<file path="src/rtl/iob_reg_pipe_pkg.sv">
// Shared definitions for the iob_reg_pipe_vr register pipeline: the width helper for the
// optional occupancy output, and the per-stage reset/enable/flush priority decode.
package iob_reg_pipe_pkg;

  // Action a stage takes on the next rising edge, listed from highest priority to lowest.
  typedef enum logic [1:0] {
    STG_RESET = 2'd0,
    STG_HOLD  = 2'd1,
    STG_CLEAR = 2'd2,
    STG_LOAD  = 2'd3
  } stg_op_e;

  // Width of a counter that can hold every value from 0 to depth.
  function automatic int level_w(input int depth);
    return (depth < 1) ? 1 : $clog2(depth + 1);
  endfunction

  // Order of precedence: reset, then clock-enable gating, then flush, then the normal load.
  function automatic stg_op_e stage_op(input logic rst, input logic cke, input logic flush,
                                       input logic load);
    if (rst)        return STG_RESET;
    else if (!cke)  return STG_HOLD;
    else if (flush) return STG_CLEAR;
    else if (load)  return STG_LOAD;
    else            return STG_HOLD;
  endfunction

endpackage

</file>
<file path="src/rtl/iob_reg_pipe_stage.sv">
// One pipeline stage: a valid bit plus a data register. The data register loads only
// when the incoming word is valid, so a bubble passing through causes no data toggling.
module iob_reg_pipe_stage
  import iob_reg_pipe_pkg::*;
#(
  parameter int                 DATA_W  = 8,
  parameter logic [DATA_W-1:0]  RST_VAL = '0
) (
  input  logic              clk_i,
  input  logic              rst_i,
  input  logic              cke_i,
  input  logic              clr_i,
  input  logic              load_i,
  input  logic              valid_i,
  input  logic [DATA_W-1:0] data_i,
  output logic              valid_o,
  output logic [DATA_W-1:0] data_o
);

  logic              valid_q;
  logic [DATA_W-1:0] data_q;
  stg_op_e           op;

  assign op = stage_op(rst_i, cke_i, clr_i, load_i);

  // NOTE: state registers use non-blocking assignments so every stage samples its
  // upstream neighbour's pre-edge value and the word advances exactly one stage per edge.
  always_ff @(posedge clk_i) begin
    case (op)
      STG_RESET: begin
        valid_q <= 1'b0;
        data_q  <= RST_VAL;
      end
      STG_CLEAR: valid_q <= 1'b0;
      STG_LOAD: begin
        valid_q <= valid_i;
        if (valid_i) data_q <= data_i;
      end
      default: ;
    endcase
  end

  assign valid_o = valid_q;
  assign data_o  = data_q;

endmodule

</file>
<file path="src/rtl/iob_reg_pipe_vr.sv">
// DEPTH-stage valid/ready register pipeline with bubble collapse and synchronous flush.
// Define IOB_REG_PIPE_LEVEL_EN to add the registered occupancy output level_o.
module iob_reg_pipe_vr
  import iob_reg_pipe_pkg::*;
#(
  parameter int                DATA_W  = 8,
  parameter int                DEPTH   = 2,
  parameter logic [DATA_W-1:0] RST_VAL = '0,
  localparam int               LEVEL_W = level_w(DEPTH)
) (
  input  logic              clk_i,
  input  logic              rst_i,
  input  logic              cke_i,
  input  logic              flush_i,
  input  logic              in_valid_i,
  input  logic [DATA_W-1:0] in_data_i,
  output logic              in_ready_o,
  output logic              out_valid_o,
  output logic [DATA_W-1:0] out_data_o,
  input  logic              out_ready_i
`ifdef IOB_REG_PIPE_LEVEL_EN
  ,
  output logic [LEVEL_W-1:0] level_o
`endif
);

  logic [DEPTH-1:0] stage_vld;
  logic [DEPTH-1:0] stage_rdy;
  logic [DATA_W-1:0] stage_dat [DEPTH];

  // A stage can load when it is empty or when everything downstream of it is moving.
  always_comb begin
    stage_rdy = '0;
    stage_rdy[DEPTH-1] = !stage_vld[DEPTH-1] || out_ready_i;
    for (int k = DEPTH - 2; k >= 0; k--) begin
      stage_rdy[k] = !stage_vld[k] || stage_rdy[k+1];
    end
  end

  for (genvar k = 0; k < DEPTH; k++) begin : g_stage
    logic              src_vld;
    logic [DATA_W-1:0] src_dat;

    if (k == 0) begin : g_head
      assign src_vld = in_valid_i;
      assign src_dat = in_data_i;
    end else begin : g_body
      assign src_vld = stage_vld[k-1];
      assign src_dat = stage_dat[k-1];
    end

    iob_reg_pipe_stage #(
      .DATA_W  (DATA_W),
      .RST_VAL (RST_VAL)
    ) u_stage (
      .clk_i   (clk_i),
      .rst_i   (rst_i),
      .cke_i   (cke_i),
      .clr_i   (flush_i),
      .load_i  (stage_rdy[k]),
      .valid_i (src_vld),
      .data_i  (src_dat),
      .valid_o (stage_vld[k]),
      .data_o  (stage_dat[k])
    );
  end

  assign in_ready_o  = stage_rdy[0] && !flush_i && cke_i;
  assign out_valid_o = stage_vld[DEPTH-1];
  assign out_data_o  = stage_dat[DEPTH-1];

`ifdef IOB_REG_PIPE_LEVEL_EN
  logic               in_xfer;
  logic               out_xfer;
  logic [LEVEL_W-1:0] level_q;
  logic [LEVEL_W-1:0] level_d;

  assign in_xfer  = in_valid_i && in_ready_o;
  assign out_xfer = out_valid_o && out_ready_i && cke_i;

  always_comb begin
    level_d = level_q;
    case ({in_xfer, out_xfer})
      2'b10:   level_d = level_q + LEVEL_W'(1);
      2'b01:   level_d = level_q - LEVEL_W'(1);
      default: ;
    endcase
  end

  always_ff @(posedge clk_i) begin
    case (stage_op(rst_i, cke_i, flush_i, 1'b1))
      STG_RESET, STG_CLEAR: level_q <= '0;
      STG_LOAD:             level_q <= level_d;
      default: ;
    endcase
  end

  assign level_o = level_q;
`endif

endmodule
</file>
<file path="config.mk">
export PLATFORM = sky130hd
export DESIGN_NAME = iob_reg_pipe_vr
export DESIGN_NICKNAME = d
export VERILOG_FILES = /design/src/rtl/iob_reg_pipe_pkg.sv /design/src/rtl/iob_reg_pipe_stage.sv /design/src/rtl/iob_reg_pipe_vr.sv
export SDC_FILE = /design/constraint.sdc
export NUM_CORES = 1
export LEC_CHECK = 0
export ABC_CLOCK_PERIOD_IN_PS = 3800
export BUFFER_PORTS_ARGS = -buffer_cell sky130_fd_sc_hd__buf_2
export CAP_MARGIN = 10
export CELL_PAD_IN_SITES_DETAIL_PLACEMENT = 2
export CELL_PAD_IN_SITES_GLOBAL_PLACEMENT = 2
export CORE_ASPECT_RATIO = 0.7
export CORE_MARGIN = 1.5
export CORE_UTILIZATION = 36
export DETAILED_ROUTE_END_ITERATION = 10
export PLACE_DENSITY_LB_ADDON = 0.15
export RECOVER_POWER = 50
export SKIP_CTS_REPAIR_TIMING = 1
export SLEW_MARGIN = 20
export SYNTH_ARGS = -nofsm -noshare
export SYNTH_HDL_FRONTEND = slang
export SYNTH_SLANG_ARGS = --single-unit
</file>
<file path="constraint.sdc">
create_clock -name clk_i -period 3.8 [get_ports clk_i]
set_input_delay 0.57 -clock clk_i [delete_from_list [all_inputs] [get_ports clk_i]]
set_output_delay 0.57 -clock clk_i [all_outputs]
set_load 0.01 [all_outputs]
</file>
==> results of run 1 <==
[registers in the layout (all words and copies together) (netlist names)]
register,cells
g_stage.u_stage.valid_o,2
g_stage.u_stage.data_o,16
[cell families (layout without fill, tap and decap cells)]
group,count (synthesis),after routing
buffers and inverters,7,31
AND/OR/NAND/NOR,25,25
flip-flops,18,18
AO/OA/AOI/OAI,4,4
[layout make-up]
| type | instances | area [µm²] |
|---|---|---|
| fill | 217 | 1250 |
| sequential | 18 | 541 |
| multi-input combinational | 29 | 214 |
| timing repair buffer | 24 | 110 |
| tap | 32 | 40.0 |
| clock buffer | 3 | 22.5 |
| inverter | 3 | 11.3 |
| clock inverter | 1 | 3.75 |
[routing by layer]
layer  vias to the layer above  wire length [µm]
met3                         3               116
met1                       265               847
met2                        18               762
met5                         -                 0
met4                         0                14
li1                        255                 -
[synthesized netlist by cell type]
cell type  number  area [µm²]
nor3_2          1        10.0
clkbuf_1        1        3.75
and3b_1         1        8.76
nand3b_1        1        7.51
buf_6           1        11.3
nor3b_2         9         113
o31ai_1         1        7.51
buf_2           1        5.00
or3b_1          1        8.76
buf_12          1        20.0
edfxtp_1       18         541
nor3b_1         8        60.1
o21ai_0         3        15.0
nor2b_1         1        6.26
inv_1           3        11.3
and4bb_2        1        12.5
nor3_1          2        10.0
[worst register-to-register path, stage by stage, from the launching register on]
cell	delay, ps
edfxtp_1	470
and3b_1	350
o21ai_1	640
[path summary, 6_finish.rpt]
check	start	to	slack (ps)	cells past startpoint
max	g_stage[1].u_stage.valid_o	in_ready_o	1750	3
min	rst_i	g_stage[0].u_stage.valid_o	570	2
max reg2reg	g_stage[1].u_stage.valid_o	g_stage[0].u_stage.data_o[4]	1990	2
min reg2reg	g_stage[0].u_stage.data_o[2]	g_stage[1].u_stage.data_o[2]	630	1
[power by group through the flow]
stage	Sequential, mW	Clock (mW)	Combinational (mW)
finish	0.234	0.0984	0.0335
global route	0.236	0.110	0.0374
CTS	0.234	0.101	0.0376
detailed placement	0.239	0	0.0375
global placement	0.238	0	0.0365
floorplan	0.240	0	0.0200
[stage by stage]
step                instances  power (mW)
detailed placement        106       0.276
global route              110       0.383
floorplan                  54       0.260
finish                    110       0.366
global placement          106       0.274
CTS                       110       0.373
==> impl_metrics.yaml, run 1 <==
outcome:
  status: "complete, no violations"
place:
  postPlaceCellArea_um2: 973
  port_buffers: 23
  place_ws_ps: 1510
  dpl.hpwl_mm: 1.32
  gp_congestion: 0.737
worst_setup_path:
  crit_path_end_kind: "output port"
  critPathBufInv: 1
  path_delay_family: "simple AND/OR/NAND/NOR gates"
  critical_path_class: "flop to output port"
  arrival_ps: 1480
  worstSetupStartpointType: "flop"
  max_stage_delay_ps: 470
  worstPathMaxFanout: 11
  worstPathRequired_ps: 3230
  path_cells: "and3b_1 -> nor3_1 -> buf_2"
  critPathSlowestCell: "edfxtp_1"
timing:
  slew_headroom_pct: 52.1
  timing.fmax_mhz: 488
  grt_setup_unrepaired: "false"
  setup_viol_count_final: 0
  finalHoldViolCount: 0
  worstMarginPinSlew_ps: 714
  slew_violations: 0
  tns_ps: 0
  worst_slack_ps: 1750
  skew_ps: 1.61
  fin_crit_sh_pct: 53.9
  whs_ps: 574
  fin_crit_ps: 2050
synth:
  synth.area.mux_share_pct: 0
  synth_cells: 54
  yosys_warnings: 0
  synth_top_family_by_area: "simple AND/OR/NAND/NOR gates"
  synth_seq_cells: 18
  synth_area_um2: 851
  synth-xor-area-share_pct: 0
  seq_area_frac_synth_pct: 63.5
  avgSynthCellArea_um2: 15.8
  synthDistinctLibCells: 17
  synth_compound_area_share_pct: 2.65
  yosys.area_share.simple_pct: 27.8
  synthAdderAreaFrac_pct: 0
  synth_nets: 68
min_path:
  holdCritPathClass: "input port to flop"
die:
  coreArea_um2: 2190
  die_area_um2: 2670
  die_w_um: 61.1
  row_count: 14
  start_util_pct: 38.9
  die_h_um: 43.7
  io_pins: 24
global_routing:
  grt_pass1_vias: 559
  use_met3_pct: 6.27
  grt_use_total_pct: 15.1
  grt_max_degree: 19
  grt_util_met2_pct: 22.1
  antenna_found_initial: 0
  grt_pass1_wl_mm: 2.75
  top_usage_layer: "met2"
  gr-usage-met1_pct: 20.7
  grt-ovfl-total: 0
cts:
  htreeDepth: 1
  clkLatencyLatePin_ps: 300
  clk_pin_slew_ps: 100
  clockBufferDepth: 2
  cts_root_buf: "clkbuf_4"
  cts_sinks: 18
  cts_made_buffers: 3
  cts_tree: "done"
power:
  peakVddDrop_uv: 255
  p_int_uw: 282
  p_leak_nw: 0.330
  switching_share_pct: 22.8
  power_density_nw_per_um2: 389
  p_sw_uw: 83.6
  seqPwrFrac_pct: 64.0
  p_comb_share_pct: 9.2
  clockPowerShare_pct: 26.9
detailed_routing:
  vias_per_cell: 4.92
  routedWlPerCell_um: 15.8
  post-route-drc-count: 0
  first_iter_violations: 13
  vias: 541
  finalWirelength_mm: 1.74
  antenna_left: 0
  first_pass_iters: 4
final_layout:
  final_nets: 93
  final_common_cell: "edfxtp_1"
  area_delta_synth_final_pct: 10.7
  final_util_pct: 43.0
  drive_gt1_share_pct: 24.4
  final_cell_mix: "edfxtp_1, nor3b_1, buf_2"
  fin_area_um2: 942
  num_antenna_cells: 0
run:
  cap_viol_max_count: 0
Power figures use the tool's default switching activity.
==> inputs of run 2 (changes only) <==
--- a/config.mk
+++ b/config.mk
@@ -5,14 +5,14 @@
 export SDC_FILE = /design/constraint.sdc
 export NUM_CORES = 1
 export LEC_CHECK = 0
-export ABC_CLOCK_PERIOD_IN_PS = 3800
+export ABC_CLOCK_PERIOD_IN_PS = 2100
 export BUFFER_PORTS_ARGS = -buffer_cell sky130_fd_sc_hd__buf_2
 export CAP_MARGIN = 10
 export CELL_PAD_IN_SITES_DETAIL_PLACEMENT = 2
 export CELL_PAD_IN_SITES_GLOBAL_PLACEMENT = 2
 export CORE_ASPECT_RATIO = 0.7
 export CORE_MARGIN = 1.5
-export CORE_UTILIZATION = 36
+export CORE_UTILIZATION = 34
 export DETAILED_ROUTE_END_ITERATION = 10
 export PLACE_DENSITY_LB_ADDON = 0.15
 export RECOVER_POWER = 50
==> constraint.sdc (replaced) <==
create_clock -name clk_i -period 2.1 [get_ports clk_i]
set_input_delay 0.315 -clock clk_i [delete_from_list [all_inputs] [get_ports clk_i]]
set_output_delay 0.315 -clock clk_i [all_outputs]
set_load 0.01 [all_outputs]
==> impl_metrics.yaml, run 2 (synthesis gave the netlist of run 1 again) <==
die:
  coreArea_um2: 2260
  row_count: 14
  die_w_um: 62.8
  io_pins: 24
  die_h_um: 44.9
  start_util_pct: 37.7
  die_area_um2: 2820
detailed_routing:
  vias: 530
  finalWirelength_mm: 1.72
  post-route-drc-count: 0
  first_pass_iters: 4
  routedWlPerCell_um: 15.1
  vias_per_cell: 4.65
  antenna_left: 0
  first_iter_violations: 13
timing:
  skew_ps: 8.69
  tns_ps: 0
  worstMarginPinSlew_ps: 506
  worst_slack_ps: 437
  grt_setup_unrepaired: "false"
  fin_crit_ps: 1660
  setup_viol_count_final: 0
  timing.fmax_mhz: 601
  finalHoldViolCount: 0
  slew_violations: 0
  slew_headroom_pct: 66.3
  fin_crit_sh_pct: 79.2
cts:
  htreeDepth: 1
  cts_root_buf: "clkbuf_4"
  clockBufferDepth: 2
  cts_tree: "done"
  clkLatencyLatePin_ps: 290
  cts_made_buffers: 3
  clk_pin_slew_ps: 100
  cts_sinks: 18
power:
  seqPwrFrac_pct: 64.4
  p_leak_nw: 0.356
  p_sw_uw: 142
  peakVddDrop_uv: 258
  p_comb_share_pct: 10.1
  switching_share_pct: 21.6
  clockPowerShare_pct: 25.5
  power_density_nw_per_um2: 664
  p_int_uw: 515
worst_setup_path:
  reg2regPathDepth: 3
  critPathSlowestCell: "edfxtp_1"
  crit_path_end_kind: "output port"
  reg2reg_to: "g_stage[1].u_stage.data_o[4]"
  regToRegSetupSlack_ps: 630
  max_stage_delay_ps: 470
  worstSetupStartpointType: "flop"
  worstPathMaxFanout: 6
  timing.rr.start: "g_stage[1].u_stage.valid_o"
  worstPathRequired_ps: 1780
  critical_path_class: "flop to output port"
  path_cells: "and3b_1 -> nor3_1 -> buf_2"
  arrival_ps: 1350
global_routing:
  grt_pass1_wl_mm: 2.96
  antenna_found_initial: 0
  grt_max_degree: 18
  grt_pass1_vias: 570
  grt-ovfl-total: 0
  grt_use_total_pct: 14.3
final_layout:
  multi_input_area_um2: 234
  final_common_cell: "edfxtp_1"
  largest_reg_flops: 16
  area_delta_synth_final_pct: 16.3
  seqCellArea_um2: 541
  num_antenna_cells: 0
  final_nets: 97
  final_cell_mix: "edfxtp_1, buf_2, nor3b_1"
  drive_gt1_share_pct: 32.9
  nFillCells: 228
place:
  place_ws_ps: 510
  dpl.hpwl_mm: 1.32
  gp_congestion: 0.713
  port_buffers: 23
min_path:
  holdCritPathClass: "input port to flop"
  holdPathEnd: "g_stage[0].u_stage.valid_o"
  hp-start: "rst_i"
  whs_path_depth: 2
outcome:
  status: "complete, no violations"
run:
  cap_viol_max_count: 0
## run 2: cell types whose count changed in the layout (fill, tap and decap cells not counted)
cell	before	now
buf_2	13	14
o21ai_0	2	3
buf_4	1	4
o21ai_1	1	0
nor3b_1	17	13
nor3b_2	0	4
## run 2: how the worst max path moves through the flow
stage / slack, ps / end / from / depth (start not counted)
2_1_floorplan: 150 / g_stage[1].u_stage.data_o[0] / g_stage[1].u_stage.valid_o / 3
3_3_place_gp: 540 / g_stage[1].u_stage.data_o[4] / flush_i / 4
3_5_place_dp: 510 / g_stage[1].u_stage.data_o[3] / flush_i / 4
4_1_cts: 400 / in_ready_o / g_stage[1].u_stage.valid_o / 3
5_1_grt: 300 / in_ready_o / g_stage[1].u_stage.valid_o / 3
6_report: 440 / in_ready_o / g_stage[1].u_stage.valid_o / 3
## run 2: through the flow
stage	cells	util, %	cell area [µm²]	hold slack, ps	total power, mW
3_3_place_gp	110	44.4	1000	562	0.500
6_report	114	43.8	990	327	0.657
5_1_grt	114	43.8	990	322	0.689
3_5_place_dp	110	44.4	1000	579	0.504
4_1_cts	114	45.6	1030	322	0.670
2_1_floorplan	54	-	851	513	0.470
## run 2: worst max-delay path: cells and delay by family, from the launching register on
family,cells,cell delay [ps]
and+or+nand+nor,2,440
buffers and inverters,1,150
DFF,1,470
## run 2: power groups by stage
| stage | clock (mW) | sequential (mW) | combinational (mW) |
|---|---|---|---|
| finish | 0.168 | 0.423 | 0.0666 |
| global route | 0.189 | 0.426 | 0.0738 |
| CTS | 0.174 | 0.423 | 0.0732 |
| detailed placement | 0 | 0.431 | 0.0729 |
| global placement | 0 | 0.430 | 0.0702 |
| floorplan | 0 | 0.434 | 0.0361 |
## run 2: routing by layer
metal | up-vias | track usage [%] | share of wire [%]
li1 | 261 | - | -
met1 | 249 | 19.8 | 50
met2 | 18 | 22.2 | 44
met3 | 2 | 4.24 | 4.8
met4 | 0 | 4.00 | 0.93
met5 | - | 0 | 0
## run 2: layout make-up
| cell class | instances | area share, % |
|---|---|---|
| Clock inverter | 1 | 0.379 |
| Tap cell | 32 | 4.05 |
| Timing Repair Buffer | 28 | 13.9 |
| Inverter | 3 | 1.14 |
| Multi-Input combinational cell | 29 | 23.6 |
| Clock buffer | 3 | 2.28 |
| Sequential cell | 18 | 54.6 |
==> inputs of run 3 (changes only) <==
--- a/config.mk
+++ b/config.mk
@@ -5,7 +5,7 @@
 export SDC_FILE = /design/constraint.sdc
 export NUM_CORES = 1
 export LEC_CHECK = 0
-export ABC_CLOCK_PERIOD_IN_PS = 2100
+export ABC_CLOCK_PERIOD_IN_PS = 1600
 export BUFFER_PORTS_ARGS = -buffer_cell sky130_fd_sc_hd__buf_2
 export CAP_MARGIN = 10
 export CELL_PAD_IN_SITES_DETAIL_PLACEMENT = 2
==> constraint.sdc (replaced) <==
create_clock -name clk_i -period 1.6 [get_ports clk_i]
set_input_delay 0.24 -clock clk_i [delete_from_list [all_inputs] [get_ports clk_i]]
set_output_delay 0.24 -clock clk_i [all_outputs]
set_load 0.01 [all_outputs]
==> impl_metrics.yaml, run 3 (synthesis gave the netlist of run 1 again) <==
worst_setup_path:
  worstPathRequired_ps: 1360
  critical_path_class: "flop to output port"
  worstPathMaxFanout: 3
  worstSetupStartpointType: "flop"
  timing.rr.start: "g_stage[1].u_stage.valid_o"
  reg2reg_to: "g_stage[1].u_stage.data_o[4]"
  regToRegSetupSlack_ps: 60
  crit_path_end_kind: "output port"
  arrival_ps: 1340
  reg2regPathDepth: 3
place:
  place_ws_ps: -13.4
  gp_congestion: 0.719
  port_buffers: 23
  dpl.hpwl_mm: 1.39
power:
  p_leak_nw: 0.394
  power_density_nw_per_um2: 841
  peakVddDrop_uv: 273
die:
  start_util_pct: 37.7
  die_area_um2: 2820
  io_pins: 24
  row_count: 14
  die_h_um: 44.9
  coreArea_um2: 2260
  die_w_um: 62.8
detailed_routing:
  finalWirelength_mm: 1.99
  post-route-drc-count: 0
  vias: 582
  first_pass_iters: 3
  routedWlPerCell_um: 16.9
  first_iter_violations: 10
  antenna_left: 0
  vias_per_cell: 4.93
global_routing:
  grt_max_degree: 18
  grt_pass1_vias: 622
  grt_pass1_wl_mm: 3.05
  antenna_found_initial: 0
  grt_use_total_pct: 15.5
  grt-ovfl-total: 0
min_path:
  whs_path_depth: 2
  hp-start: "rst_i"
  holdPathEnd: "g_stage[0].u_stage.valid_o"
  holdCritPathClass: "input port to flop"
final_layout:
  final_cell_mix: "edfxtp_1, buf_2, nor3b_2, buf_4"
  final_nets: 101
  num_antenna_cells: 0
  final_util_pct: 47.1
  largest_reg_flops: 16
  area_delta_synth_final_pct: 25.1
  drive_gt1_share_pct: 46.5
  final_common_cell: "edfxtp_1"
outcome:
  status: "complete, no violations"
timing:
  worst_slack_ps: 21.8
  tns_ps: 0
  whs_ps: 243
  slew_headroom_pct: 67.7
  worstMarginPinSlew_ps: 484
  timing.fmax_mhz: 634
  fin_crit_sh_pct: 98.6
  slew_violations: 0
  fin_crit_ps: 1580
  skew_ps: 5.70
  setup_viol_count_final: 0
  finalHoldViolCount: 0
run:
  cap_viol_max_count: 0
cts:
  clk_pin_slew_ps: 110
  cts_root_buf: "clkbuf_4"
  clkLatencyLatePin_ps: 300
  cts_sinks: 18
  clockBufferDepth: 2
  htreeDepth: 1
  cts_tree: "done"
  cts_made_buffers: 3
## run 3: cell types whose count changed in the layout (fill, tap and decap cells not counted), sizes merged
cell | before | now
buf | 18 | 24
clkbuf | 13 | 11
## run 3: power breakdown
group | internal [mW] | switching (mW) | total (mW) | leakage [nW]
Sequential | 0.546 | 0.00933 | 0.556 | 0.188
Clock | 0.0910 | 0.146 | 0.237 | 0.0154
Combinational | 0.0469 | 0.0562 | 0.103 | 0.191
## run 3: metal layers
| metal | vias to the layer above | GRT usage (%) | part of all wire, % |
|---|---|---|---|
| li1 | 266 | - | - |
| met1 | 294 | 17.5 | 43 |
| met4 | 0 | 9.33 | 2.2 |
| met3 | 4 | 4.74 | 3.7 |
| met5 | - | 0 | 0 |
| met2 | 18 | 26.9 | 51 |
## run 3: stage by stage
| stage | cells | instance area, µm² | total power, mW |
|---|---|---|---|
| 2_1_floorplan | 54 | 865 | 0.621 |
| 3_3_place_gp | 110 | 1020 | 0.660 |
| 3_5_place_dp | 110 | 1020 | 0.667 |
| 4_1_cts | 114 | 1040 | 0.903 |
| 5_1_grt | 118 | 1060 | 0.937 |
| 6_report | 118 | 1060 | 0.896 |
## run 3: cell type report
cell class	instances	area (µm²)
clock inverter	1	3.75
clock buffer	3	22.5
sequential	18	541
fill	237	1190
tap	32	40.0
inverter	3	11.3
timing repair buffer	32	173
multi-input combinational	29	274
## run 3: worst max-delay path by stage
stage                                          start                      endpoint  cells past startpoint
final                     g_stage[1].u_stage.valid_o                    in_ready_o                      3
after global routing      g_stage[1].u_stage.valid_o                    in_ready_o                      3
after CTS                 g_stage[1].u_stage.valid_o                    in_ready_o                      3
after detailed placement                     flush_i  g_stage[1].u_stage.data_o[3]                      3
after global placement                       flush_i  g_stage[1].u_stage.data_o[3]                      3
after floorplan           g_stage[1].u_stage.valid_o  g_stage[1].u_stage.data_o[0]                      3
## run 3: critical path: stages, from the launching register on
cell,delay [ps]
edfxtp_1,440
and3b_2,270
nor3_1,160
buf_2,170
